===== config.mk =====
export PLATFORM = sky130hd
export DESIGN_NAME = debug_tx_arbiter_flat
export DESIGN_NICKNAME = d
export VERILOG_FILES = /design/src/rtl/debug_pkg.sv /design/src/rtl/debug_tx_arbiter_if.sv /design/src/rtl/debug_tx_arbiter_rr_pick.sv /design/src/rtl/debug_tx_arbiter.sv /design/src/flat_wrapper.sv
export SDC_FILE = /design/constraint.sdc
export NUM_CORES = 1
export LEC_CHECK = 0
export CORE_ASPECT_RATIO = 1.4
export CORE_MARGIN = 2
export CORE_UTILIZATION = 48
export CTS_BUF_LIST = sky130_fd_sc_hd__clkbuf_16
export DETAILED_ROUTE_END_ITERATION = 10
export PLACE_DENSITY_LB_ADDON = 0.25
export SYNTH_ARGS = -nofsm -noshare
export SYNTH_HDL_FRONTEND = slang
export SYNTH_SLANG_ARGS = --single-unit

===== constraint.sdc =====
create_clock -name clock -period 2.4 [get_ports clock]
set_input_delay 0.6 -clock clock [delete_from_list [all_inputs] [get_ports clock]]
set_output_delay 0.6 -clock clock [all_outputs]
set_load 0.05 [all_outputs]

===== src/rtl/debug_pkg.sv =====
// debug_pkg: shared state encodings, framing defaults and source indices for the debug TX path
package debug_pkg;
  typedef enum logic [2:0] {
    S_IDLE, S_SYNC, S_ID, S_LEN, S_PAYLOAD, S_CSUM, S_GUARD, S_DRAIN
  } state_t;
  localparam logic [7:0] SYNC_BYTE_D = 8'h7E;
  localparam logic [7:0] ID_BASE_D   = 8'h10;
  localparam int SRC_IMU    = 0;
  localparam int SRC_RC     = 1;
  localparam int SRC_MOTOR  = 2;
  localparam int SRC_STATUS = 3;
endpackage


===== src/rtl/debug_tx_arbiter_if.sv =====
// debug_tx_arbiter_if: source request/payload bundle plus the uart_tx send/busy handshake
interface debug_tx_arbiter_if #(parameter int NUM_SRC = 4);
  logic [NUM_SRC-1:0]   req;
  logic [8*NUM_SRC-1:0] req_len;
  logic [8*NUM_SRC-1:0] src_data;
  logic [NUM_SRC-1:0]   src_pop;
  logic [NUM_SRC-1:0]   grant;
  logic                 tx_send;
  logic [7:0]           tx_data;
  logic                 tx_busy;
  logic                 pkt_done;
  modport master (output req, req_len, src_data, tx_busy,
                  input src_pop, grant, tx_send, tx_data, pkt_done);
  modport slave  (input req, req_len, src_data, tx_busy,
                  output src_pop, grant, tx_send, tx_data, pkt_done);
endinterface


===== src/rtl/debug_tx_arbiter_rr_pick.sv =====
// rr_pick: first requester at or after the round-robin pointer, wrapping modulo N
module rr_pick import debug_pkg::*; #(
  parameter int N  = 4,
  parameter int IW = 2
) (
  input  logic [N-1:0]  i_req,
  input  logic [IW-1:0] i_ptr,
  output logic [IW-1:0] o_idx,
  output logic          o_valid
);
  // scan offsets from far to near so the nearest set bit after the pointer wins
  always_comb begin
    o_idx   = '0;
    o_valid = |i_req;
    for (int i = N - 1; i >= 0; i--) begin
      if (i_req[IW'((int'(i_ptr) + i) % N)]) o_idx = IW'((int'(i_ptr) + i) % N);
    end
  end
endmodule


===== src/rtl/debug_tx_arbiter.sv =====
// debug_tx_arbiter: round-robin packet framer sharing one uart_tx among telemetry sources
module debug_tx_arbiter import debug_pkg::*; #(
  parameter int         NUM_SRC   = 4,
  parameter logic [7:0] SYNC_BYTE = SYNC_BYTE_D,
  parameter logic [7:0] ID_BASE   = ID_BASE_D
) (
  input logic                clock,
  input logic                reset_n,
  debug_tx_arbiter_if.slave  bus
);
  localparam int IW = (NUM_SRC > 1) ? $clog2(NUM_SRC) : 1;
  state_t               r_state, w_state, r_field, w_field;
  logic [IW-1:0]        r_k, w_k, r_ptr, w_ptr, w_win;
  logic                 w_valid;
  logic [7:0]           r_rem, w_rem, r_csum, w_csum, r_data, w_data, w_len, w_src_byte;
  logic [NUM_SRC-1:0]   r_grant, w_grant, r_pop, w_pop;
  logic                 r_send, w_send, r_done, w_done;

  rr_pick #(.N(NUM_SRC), .IW(IW)) u_pick (
    .i_req(bus.req), .i_ptr(r_ptr), .o_idx(w_win), .o_valid(w_valid)
  );

  assign w_len      = bus.req_len[{w_win, 3'b000} +: 8];
  assign w_src_byte = bus.src_data[{r_k, 3'b000} +: 8];
  assign bus.grant    = r_grant;
  assign bus.src_pop  = r_pop;
  assign bus.tx_send  = r_send;
  assign bus.tx_data  = r_data;
  assign bus.pkt_done = r_done;

  // next-state: arbitrate in IDLE, send one field when uart idle, guard a cycle, drain, advance
  always_comb begin
    w_state = r_state;
    w_field = r_field;
    w_k     = r_k;
    w_ptr   = r_ptr;
    w_rem   = r_rem;
    w_csum  = r_csum;
    w_data  = r_data;
    w_grant = r_grant;
    w_pop   = '0;
    w_send  = 1'b0;
    w_done  = 1'b0;
    case (r_state)
      S_IDLE: if (w_valid) begin
        w_k     = w_win;
        w_grant = NUM_SRC'(1) << w_win;
        w_rem   = w_len;
        w_csum  = '0;
        w_state = S_SYNC;
      end
      S_SYNC, S_ID, S_LEN, S_PAYLOAD, S_CSUM: if (!bus.tx_busy) begin
        w_send  = 1'b1;
        w_field = r_state;
        w_state = S_GUARD;
        w_data  = r_state == S_SYNC    ? SYNC_BYTE :
                  r_state == S_ID      ? ID_BASE + 8'(r_k) :
                  r_state == S_LEN     ? r_rem :
                  r_state == S_PAYLOAD ? w_src_byte : r_csum;
        w_csum  = (r_state == S_SYNC || r_state == S_CSUM) ? r_csum : r_csum ^ w_data;
        if (r_state == S_PAYLOAD) begin
          w_pop = r_grant;
          w_rem = r_rem - 8'd1;
        end
      end
      S_GUARD: w_state = S_DRAIN;
      S_DRAIN: if (!bus.tx_busy) begin
        case (r_field)
          S_SYNC:            w_state = S_ID;
          S_ID:              w_state = S_LEN;
          S_LEN, S_PAYLOAD:  w_state = r_rem == 8'd0 ? S_CSUM : S_PAYLOAD;
          default: begin
            w_done  = 1'b1;
            w_grant = '0;
            w_ptr   = (int'(r_k) == NUM_SRC - 1) ? '0 : r_k + 1'b1;
            w_state = S_IDLE;
          end
        endcase
      end
      default: w_state = S_IDLE;
    endcase
  end

  // state, datapath and registered outputs
  always_ff @(posedge clock) begin
    if (!reset_n) begin
      r_state <= S_IDLE;
      r_field <= S_IDLE;
      r_k     <= '0;
      r_ptr   <= '0;
      r_rem   <= '0;
      r_csum  <= '0;
      r_data  <= '0;
      r_grant <= '0;
      r_pop   <= '0;
      r_send  <= 1'b0;
      r_done  <= 1'b0;
    end else begin
      r_state <= w_state;
      r_field <= w_field;
      r_k     <= w_k;
      r_ptr   <= w_ptr;
      r_rem   <= w_rem;
      r_csum  <= w_csum;
      r_data  <= w_data;
      r_grant <= w_grant;
      r_pop   <= w_pop;
      r_send  <= w_send;
      r_done  <= w_done;
    end
  end
endmodule


===== src/flat_wrapper.sv =====
// flat-port wrapper written by rule: the top's interface ports become plain ports
module debug_tx_arbiter_flat import debug_pkg::*;
#(
  parameter int         NUM_SRC   = 4,
  parameter logic [7:0] SYNC_BYTE = SYNC_BYTE_D,
  parameter logic [7:0] ID_BASE   = ID_BASE_D
)
  (clock, reset_n, bus_req, bus_req_len, bus_src_data, bus_tx_busy, bus_src_pop, bus_grant, bus_tx_send, bus_tx_data, bus_pkt_done);
  debug_tx_arbiter_if #(.NUM_SRC(NUM_SRC)) bus_i ();
  input logic clock;
  input logic reset_n;
  input wire logic [$bits(bus_i.req)-1:0] bus_req;
  input wire logic [$bits(bus_i.req_len)-1:0] bus_req_len;
  input wire logic [$bits(bus_i.src_data)-1:0] bus_src_data;
  input wire logic [$bits(bus_i.tx_busy)-1:0] bus_tx_busy;
  output wire logic [$bits(bus_i.src_pop)-1:0] bus_src_pop;
  output wire logic [$bits(bus_i.grant)-1:0] bus_grant;
  output wire logic [$bits(bus_i.tx_send)-1:0] bus_tx_send;
  output wire logic [$bits(bus_i.tx_data)-1:0] bus_tx_data;
  output wire logic [$bits(bus_i.pkt_done)-1:0] bus_pkt_done;
  assign bus_i.req = bus_req;
  assign bus_i.req_len = bus_req_len;
  assign bus_i.src_data = bus_src_data;
  assign bus_i.tx_busy = bus_tx_busy;
  assign bus_src_pop = bus_i.src_pop;
  assign bus_grant = bus_i.grant;
  assign bus_tx_send = bus_i.tx_send;
  assign bus_tx_data = bus_i.tx_data;
  assign bus_pkt_done = bus_i.pkt_done;
  debug_tx_arbiter #(.NUM_SRC(NUM_SRC), .SYNC_BYTE(SYNC_BYTE), .ID_BASE(ID_BASE)) u_core (.clock(clock), .reset_n(reset_n), .bus(bus_i));
endmodule

==> run_results.csv <==
group,metric,value,unit
outcome,status,"completed",
global_route,first_global_vias,3313,
detailed_routing,top_layer,"met4",
logic_synthesis,ys_async_sr_fraction,0,%
logic_synthesis,ys_seq_area_share,30.1,%
global_route,grt_pass1_wl,15.0,mm
sta,fin_hold_ws,488,ps
power,combPwrFrac,61.2,%
detailed_routing,drt-initial-drc-count,295,
clock_network,clk_pin_slew,60,ps
detailed_routing,wl_met3,547,µm
detailed_routing,wl_per_cell,17.1,µm
logic_synthesis,synth_area_leaders,"dfxtp_1, mux2i_1, mux4_2, nor2_1, a21oi_1",
power,powerDensity,1210,mW/mm²
worst_setup_path,worst_ep_arrival_time,2280,ps
logic_synthesis,synth_compound_gate_area_share,25.7,%
cells_and_area,fin_util,72.0,%
logic_synthesis,synth_nets,443,
detailed_routing,via_per_inst,6.08,
floorplanning,die_area,0.00675,mm²
clock_network,clk_path_buf_depth,2,
sta,min_period_over_period,87.7,%
logic_synthesis,synthSimpleGateAreaFrac,24.6,%
logic_synthesis,synth_top_family_by_area,"compound AO/OA/AOI/OAI gates",
global_route,grt.overflow.total,0,
worst_setup_path,cp_max_fo,9,
worst_setup_path,start_kind,"flip-flop",
logic_synthesis,ys.warnings.count,0,
logic_synthesis,synthMostInstantiatedCell,"dfxtp_1",
clock_network,cts_buffers,5,
detailed_routing,ant_nets,0,
sta,slew_violations,0,
global_route,grt_usage,27.8,%
logic_synthesis,yosys.area_share.xor_xnor,1.20,%
clock_network,h-tree-depth,2,
placed_design,place_congestion,0.989,
cells_and_area,drive_gt1_share,12.6,%
cells_and_area,antenna_cells,0,
sta,setup_viol,0,
placed_design,dp_cells,533,
logic_synthesis,synth_top_area_cell,"dfxtp_1",
placed_design,pre_cts_slack,-354,ps
sta,maxSlewHeadroom,54.1,%
cells_and_area,fin_area,0.00422,mm²
detailed_routing,met1Wirelength,3.45,mm
detailed_routing,dr.pass1.iters,4,
detailed_routing,drc_errors,0,
power,switching_share,44.9,%
worst_hold_path,hold_class,"reg2reg",
placed_design,dp.final_hpwl,7.09,mm
logic_synthesis,synth_mux_area_share,12.4,%
global_route,grt_max_degree,31,
logic_synthesis,synth_commonest_cells,"dfxtp_1, nor2_1, nand2_1, a21oi_1, o21ai_0",
power,power.leakage,0.00164,µW
sta,fin_ws,294,ps
logic_synthesis,ys_ff_latch,44,
cells_and_area,nets,544,
sta,skew,3.69,ps
clock_network,cts.sinks,44,
floorplanning,die_h,96.4,µm
clock_network,tritoncts,"built",
detailed_routing,met2_length,4.75,mm
sta,worst_pin_slew,686,ps
global_route,antenna_found_initial,0,
worst_setup_path,max_stage_delay,440,ps
floorplanning,ioPinCount,89,
logic_synthesis,syn_area,0.00293,mm²
detailed_routing,routed_wl,9.23,mm
power,power.share.clock,17.1,%
placed_design,dpl_cell_area,0.00403,mm²
logic_synthesis,netlist_instances,369,
logic_synthesis,yosysUniqueCellTypes,58,
floorplanning,rows,33,
worst_setup_path,cp_slowest_cell,"nor3_1",
clock_network,insertion_delay,280,ps
cells_and_area,final_cells,540,
worst_setup_path,endpoint_kind,"flip-flop",
sta,hold_viol,0,
clock_network,cts-hold-fix-buffers,0,
power,ir_worst_vdd,0.720,mV
logic_synthesis,avgSynthCellArea,7.94,µm²
logic_synthesis,synth-main-ff-cell,"dfxtp_1",
job,drv_cap,0,
floorplanning,die_w,70.0,µm
logic_synthesis,synth_fa_ha_area_share,1.28,%
detailed_routing,dr_total_vias,3281,
sta,fmax,475,MHz
logic_synthesis,synth_edf_count,0,
clock_network,cts_root_buf,"clkbuf_16",
power,pwr-share-seq,21.7,%
logic_synthesis,synth_top_area_share,30.1,%
placed_design,port_buffers,88,
clock_network,post-cts-setup-buffer-count,0,
power,p_int,2820,µW
power,p_switching,2290,µW
worst_setup_path,critPathKind,"reg2reg",
floorplanning,initial_core_util,50.0,%
sta,fin_crit,2110,ps
worst_setup_path,path_cells,"ha_1 -> or2_2 -> nor3_1 -> o221ai_1 -> o221a_2",
cells_and_area,syn2layout_area_growth,44.2,%
worst_setup_path,required,2570,ps
floorplanning,core,0.00586,mm²
sta,grt_setup_unrepaired,"false",
## power groups by stage
stage	clock network [µW]	registers [µW]	logic, µW
after CTS	875	1100	3100
final	872	1110	3130
after detailed placement	0	1110	3080
after global routing	901	1130	3420
after floorplan	0	1340	1790
after global placement	0	1110	3050
## registers in the layout, summed over array words and instances (netlist names), 2 cells and up
register            count
u_core.r_field          3
u_core.r_state          3
u_core.r_k              2
u_core.bus.tx_data      8
u_core.r_csum           8
u_core.r_rem            8
u_core.r_ptr            2
u_core.bus.grant        4
u_core.bus.src_pop      4
## routing by layer
layer	up-vias	track usage [%]
li1	1568	-
met1	1511	29.4
met2	152	51.8
met3	50	4.05
met4	0	17.6
met5	-	0
## what timing repair did
item	CTS	global route
endpoints found under the setup margin	3	10
hold endpoints to repair	0	0
pin swaps	0	1
gates resized for setup	1	4
## worst max-delay path, delay by kind of cell (launching register included)
| kind | cells | cell delay [ps] |
|---|---|---|
| flip-flops | 1 | 310 |
| adder cells (fa/ha/maj) | 1 | 430 |
| AO/OA/AOI/OAI | 2 | 450 |
| AND/OR/NAND/NOR | 2 | 800 |
## path summary, 6_finish.rpt
path,startpoint,endpoint,slack [ps],cells past startpoint
worst min-delay path,u_core.bus.tx_data[1],u_core.bus.tx_data[1],490,2
worst min register to register,u_core.bus.tx_data[1],u_core.bus.tx_data[1],490,2
worst max-delay path,u_core.r_state[1],u_core.r_rem[5],290,5
worst max register to register,u_core.r_state[1],u_core.r_rem[5],290,5
## stage by stage
stage / setup TNS (ps) / total power, µW
floorplan: 0 / 3130
global placement: -2440 / 4160
detailed placement: -3250 / 4190
CTS: 0 / 5080
global route: 0 / 5450
finish: 0 / 5110
## final cells by class
type	instances	area (µm²)
Clock inverter	2	60.1
Fill cell	474	1640
Clock buffer	5	125
Timing Repair Buffer	119	1120
Sequential cell	44	881
Multi-Input combinational cell	291	1910
Inverter	9	33.8
Tap cell	70	87.6
## cells in the final DEF (no fill, tap or decap), types with 3 or more instances in the layout
| cell type | n |
|---|---|
| o21ai_0 | 25 |
| clkdlybuf4s50_1 | 84 |
| a21boi_0 | 3 |
| mux4_2 | 7 |
| buf_4 | 31 |
| a211oi_1 | 3 |
| nor2_1 | 40 |
| nand2b_1 | 5 |
| and2_1 | 5 |
| mux2_2 | 4 |
| nor3b_1 | 3 |
| a21o_1 | 3 |
| dfxtp_1 | 44 |
| a221o_1 | 4 |
| a221oi_1 | 4 |
| a22o_1 | 5 |
| a21oi_1 | 28 |
| nand3_1 | 17 |
| nor2b_1 | 6 |
| xnor2_1 | 3 |
| clkbuf_16 | 5 |
| dlymetal6s2s_1 | 4 |
| ha_1 | 3 |
| inv_1 | 9 |
| or3_1 | 5 |
| nand2_1 | 35 |
| mux2i_1 | 16 |
| nor3_1 | 16 |
| or4_1 | 3 |
| a31oi_1 | 6 |
## kinds of logic after synthesis
family,count (synthesis)
mux,27
fa+ha+maj,3
flops,44
simple gates,147
compound gates,110
buf+inv,34
xor+xnor,4
Note: power is estimated with default switching activity, not from simulation.
